**config.mk**
```make
export PLATFORM = sky130hd
export DESIGN_NAME = display_sequencer
export DESIGN_NICKNAME = d
export VERILOG_FILES = /design/src/rtl/display_sequencer.sv
export SDC_FILE = /design/constraint.sdc
export NUM_CORES = 1
export LEC_CHECK = 0
export CAP_MARGIN = 20
export CORE_MARGIN = 2
export CORE_UTILIZATION = 55
export DETAILED_ROUTE_END_ITERATION = 16
export PLACE_DENSITY = 0.88
export RECOVER_POWER = 50
export SLEW_MARGIN = 40
export SYNTH_ARGS = -nofsm -noshare
export SYNTH_HDL_FRONTEND = slang
export SYNTH_SLANG_ARGS = --single-unit
```
**constraint.sdc**
```tcl
create_clock -name CLOCK_50 -period 3.5 [get_ports CLOCK_50]
set_input_delay 0.7 -clock CLOCK_50 [delete_from_list [all_inputs] [get_ports CLOCK_50]]
set_output_delay 0.7 -clock CLOCK_50 [all_outputs]
set_load 0.01 [all_outputs]
```
**src/rtl/display_sequencer.sv**
```systemverilog
// Button-driven display sequencer: counts while running, requests a BCD conversion on a
// debounced press, then pages the eleven-digit result three digits at a time until the next press.
module display_sequencer #(
  parameter int DEBOUNCE_CYCLES = 500000,
  parameter int PAGE_CYCLES     = 25000000
) (
  input  logic        CLOCK_50,
  input  logic        rst,
  input  logic        toggle_btn,
  input  logic        conv_done,
  input  logic [43:0] bcd_in,
  output logic        count_en,
  output logic        conv_start,
  output logic [11:0] disp_digits,
  output logic [2:0]  disp_page,
  output logic [1:0]  state
);

  localparam int DB_W = $clog2(DEBOUNCE_CYCLES + 1);
  localparam int PG_W = $clog2(PAGE_CYCLES + 1);
  localparam logic [DB_W-1:0] DB_LAST = DB_W'(DEBOUNCE_CYCLES - 1);
  localparam logic [PG_W-1:0] PG_LAST = PG_W'(PAGE_CYCLES - 1);

  typedef enum logic [1:0] {
    ST_RUN     = 2'd0,
    ST_CONVERT = 2'd1,
    ST_SHOW    = 2'd2
  } state_t;

  logic            sync_p0, sync_p1;
  logic            db_level, db_prev;
  logic [DB_W-1:0] db_cnt;
  logic            press;

  state_t          state_q, state_nxt;
  logic [43:0]     snap_q, snap_nxt;
  logic [1:0]      page_q, page_nxt;
  logic [PG_W-1:0] pcnt_q, pcnt_nxt;

  logic            count_en_nxt, conv_start_nxt;
  logic [2:0]      disp_page_nxt;
  logic [11:0]     disp_digits_nxt;

  // Page 0 carries only two digits, so its top nibble is blank.
  function automatic logic [11:0] page_digits(input logic [43:0] snap, input logic [1:0] page);
    case (page)
      2'd0:    page_digits = {4'hF, snap[43:36]};
      2'd1:    page_digits = snap[35:24];
      2'd2:    page_digits = snap[23:12];
      default: page_digits = snap[11:0];
    endcase
  endfunction

  // Stage p0/p1: synchronizer, then debounce; any bounce back restarts the count.
  always_ff @(posedge CLOCK_50) begin
    if (rst) begin
      sync_p0  <= 1'b1;
      sync_p1  <= 1'b1;
      db_level <= 1'b1;
      db_prev  <= 1'b1;
      db_cnt   <= '0;
    end else begin
      sync_p0 <= toggle_btn;
      sync_p1 <= sync_p0;
      db_prev <= db_level;
      if (sync_p1 == db_level) begin
        db_cnt <= '0;
      end else if (db_cnt == DB_LAST) begin
        db_level <= sync_p1;
        db_cnt   <= '0;
      end else begin
        db_cnt <= db_cnt + DB_W'(1);
      end
    end
  end

  assign press = db_prev & ~db_level;

  // Stage p2: FSM state, snapshot/page datapath and registered outputs.
  always_ff @(posedge CLOCK_50) begin
    if (rst) begin
      state_q     <= ST_RUN;
      snap_q      <= '0;
      page_q      <= '0;
      pcnt_q      <= '0;
      count_en    <= 1'b1;
      conv_start  <= 1'b0;
      disp_page   <= 3'd4;
      disp_digits <= 12'hFFF;
    end else begin
      state_q     <= state_nxt;
      snap_q      <= snap_nxt;
      page_q      <= page_nxt;
      pcnt_q      <= pcnt_nxt;
      count_en    <= count_en_nxt;
      conv_start  <= conv_start_nxt;
      disp_page   <= disp_page_nxt;
      disp_digits <= disp_digits_nxt;
    end
  end

  always_comb begin
    state_nxt = state_q;
    snap_nxt  = snap_q;
    page_nxt  = page_q;
    pcnt_nxt  = pcnt_q;
    unique case (state_q)
      ST_RUN: begin
        if (press) state_nxt = ST_CONVERT;
      end
      ST_CONVERT: begin
        if (conv_done) begin
          state_nxt = ST_SHOW;
          snap_nxt  = bcd_in;
          page_nxt  = 2'd0;
          pcnt_nxt  = '0;
        end
      end
      ST_SHOW: begin
        // A press wins over a simultaneous page expiry.
        if (press) begin
          state_nxt = ST_RUN;
          pcnt_nxt  = '0;
        end else if (pcnt_q == PG_LAST) begin
          page_nxt = page_q + 2'd1;
          pcnt_nxt = '0;
        end else begin
          pcnt_nxt = pcnt_q + PG_W'(1);
        end
      end
      default: begin
        state_nxt = ST_RUN;
      end
    endcase
  end

  always_comb begin
    count_en_nxt    = (state_nxt == ST_RUN);
    conv_start_nxt  = (state_q == ST_RUN) && (state_nxt == ST_CONVERT);
    disp_page_nxt   = 3'd4;
    disp_digits_nxt = 12'hFFF;
    if (state_nxt == ST_SHOW) begin
      disp_page_nxt   = {1'b0, page_nxt};
      disp_digits_nxt = page_digits(snap_nxt, page_nxt);
    end
  end

  assign state = state_q;

endmodule

```
==> summary.md <==
| Metric | Value |
|---|---|
| Global route total overflow | `0` |
| Cell family with most CP delay | `buffers and inverters` |
| Die Width | `98.9 um` |
| Run status | `finished with violations` |
| Cell count along the critical path | `4` |
| Pwr dens | `slightly above 500 mW/mm^2` |
| Critical path required time | `a little under 4000 ps` |
| CP Capture Type | `flop` |
| Num ports | `67` |
| Cell Chain, Critical Path | `clkbuf_1 > clkbuf_1 > or3_1 > nor2_1` |
| Worst Hold Path Cells | `1` |
| Max incr delay on CP | `1740 ps` |
| Final setup fails | `0` |
| Vias in the first global route | `~4400` |
| Nets | `~660` |
| Num CTS Buffers | `17` |
| Util after Layout | `between 70% and 80%` |
| Yosys warning count | `0` |
| Fmax | `326 MHz` |
| ANT nets after route | `0` |
| Worst rel slew slack | `-61.0%` |
| Synth Area per Inst | `just over 9 um^2` |
| Post-CTS Hold Fix Bufs | `0` |
| Failing checks | `max-capacitance violations, max-slew violations` |
| WL met2 | `about 6.2 mm` |
| Top_reg_cell synth | `dfxtp_1` |
| Final Hold Fails | `0` |
| Placeable core region | `a little under 0.009 mm^2` |
| Clk buf depth | `2` |
| EDFF count, synth | `0` |
| WP data arrival | `between 3000 and 4000 ps` |
| Synth top cells by count | `113 x dfxtp_1, 99 x nand2_1, 61 x nor2_1` |
| PostCTS Resize Cnt | `0` |
| Worst skew pair latency | `520 ps` |
| Worst r2r src | `pcnt_q[6]` |
| Yosys top cell area share | `a little under half` |
| Post-CTS setup buffers | `0` |
| Hold_sp | `sync_p0` |
| Seq cells post-synth | `113` |
| Cells after synthesis | `about 540` |
| RSZ-0062 raised after global routing | `no` |
| PortBufs | `66` |
| Top sig layer | `met4` |
| Area contributors post-synth | `dfxtp_1 46%, nand2_1 7.5%, mux4_2 6.4%` |
| Wire length of the first global-routing pass | `approximately 20 mm` |
| CTS tree | `done` |
| Critical Path Source | `rst` |
| Routed vias/inst | `5.97` |
| Met3 WL | `around 700 um` |
| Placed Cells | `692` |
| Die area | `0.00977 mm^2` |
| Setup TNS Final | `0 ps` |
| Count of cell types in the netlist | `52` |
| Min-Delay Endpoint | `sync_p1` |
| Die Ht | `between 90 and 100 um` |
| CTS root buf | `clkbuf_8` |
| Crit Reg-Reg Endpoint | `disp_digits[10]` |
| GRT Resource Usage Total | `around a quarter` |
| Post-DP HPWL | `between 7 and 8 mm` |
| Static leakage | `between 2 and 2.5 nW` |
| Fraction of the yosys area taken by sequential cells | `45.7%` |
| Peak supply drop | `0.454 mV` |
| Overall routed net length | `12.3 mm` |
| CP Launch Type | `input pin` |
| # DRC | `0` |
| FF-to-FF path depth | `7` |
| Finished Layout Cells | `724` |
| Cell at the slowest stage of the critical path | `clkbuf_1` |
| Sink Count | `113` |
| DR iter-0 viols | `251` |
| Worst-path maximum fanout | `56` |
| Via count | `about 4300` |
| Initial antenna violation count | `0` |
| Crit-path most repeated cell | `clkbuf_1` |
| Slew Limit Fails | `57` |
| Worst-margin pin slew | `approximately 2400 ps` |
| Metal-1 WL | `~4.9 mm` |
| Hold Crit Class | `flop to flop` |
| Cell row count | `34` |
| Final Skew | `10.8 ps` |
| Cell Area, Synth | `around 0.0049 mm^2` |
| Syn nets | `591` |
| Final period util | `approximately 88%` |
| Initial Util | `between 50% and 60%` |
| Kind of critical path | `input pin to flop` |
| Final min period | `between 3000 and 4000 ps` |
| Pin count of the biggest net entering global routing | `60` |
| Total number of H-tree levels | `4` |
| Max Cap Violations | `1` |
| Crit path buf inv count | `2` |
| Post-synth top area cell | `dfxtp_1` |
| WL/cell | `about 17 um` |
| Most common cell in the netlist | `dfxtp_1` |
| Ant diodes | `0` |
| Area Growth Syn to Fin | `28.2%` |
| GPL Wtd Cong | `between 0.8 and 0.9` |
| Layout cells sized above 1 | `10.4%` |
| Ys async rst share | `0%` |
| Total power | `3.27 mW` |
| Reg-to-reg slack, setup | `roughly 500 ps` |
| Pre-antenna DRT Iters | `5` |
| Clock transition at path regs | `50 ps` |
==> state kept, by name, summed over array words and instances (netlist names) <==
name,count
disp_page,3
count_en,1
disp_digits,12
db_cnt,19
page_q,2
pcnt_q,25
state,2
conv_start,1
sync_p1,1
db_level,1
snap_q,44
db_prev,1
sync_p0,1
==> worst max-delay path by stage <==
stage	to	slack, ps
after floorplan	disp_digits[6]	780
after global placement	disp_digits[6]	630
after detailed placement	disp_digits[6]	530
after CTS	disp_digits[10]	530
after global routing	db_cnt[10]	210
final	db_cnt[10]	430
==> power by group <==
group,internal (mW),leakage (nW),switching (mW)
Combinational,0.0501,0.914,0.0341
Clock,1.29,0.310,0.604
Sequential,1.29,0.911,0.000739
==> per-layer routing <==
layer,up-vias,track usage (%)
li1,2012,-
met1,2081,28.9
met2,184,43.6
met3,43,7.16
met4,0,15.1
met5,-,0
==> cells by family after synthesis <==
family	synth area share, %
buf+inv	2.96
xor+xnor	6.19
flops	45.7
mux	10.3
compound gates	10.9
simple gates	22.5
fa+ha+maj	1.52
==> placed cells by master (no fill, tap or decap), types with 4 or more instances in the layout <==
cell type        count
inv_1                8
o21ai_0              9
nor2b_1              4
mux4_2              14
nor3_1               5
o22a_1               7
a2bb2oi_1            4
dlygate4sd3_1       17
a21oi_1             51
mux2i_1              5
xor2_1              15
nand2_1             99
and3_1               8
bufinv_16            6
xnor2_1             20
clkbuf_16           16
nand3_1             17
clkinv_2             4
dfxtp_1            113
or3_1                4
buf_4                5
mux4_1               5
nor2_1              61
clkdlybuf4s50_1     48
ha_1                 6
nand4_1              9
clkinvlp_4           4
nor4_1               5
==> final cells by class <==
cell class	instances	area, um^2
timing repair buffer	74	719
clock buffer	17	414
clock inverter	15	239
multi-input combinational	389	2550
sequential	113	2260
fill	560	2370
tap	108	135
inverter	8	30.0
==> stage by stage <==
step           area (um^2)  hold WS [ps]  worst slack, ps
2_1_floorplan         4950           389              785
3_3_place_gp          5700           403              626
3_5_place_dp          5700           401              529
4_1_cts               6350           397              534
5_1_grt               6350           419              206
6_report              6350           404              429
Note: power is estimated with default switching activity, not from simulation.
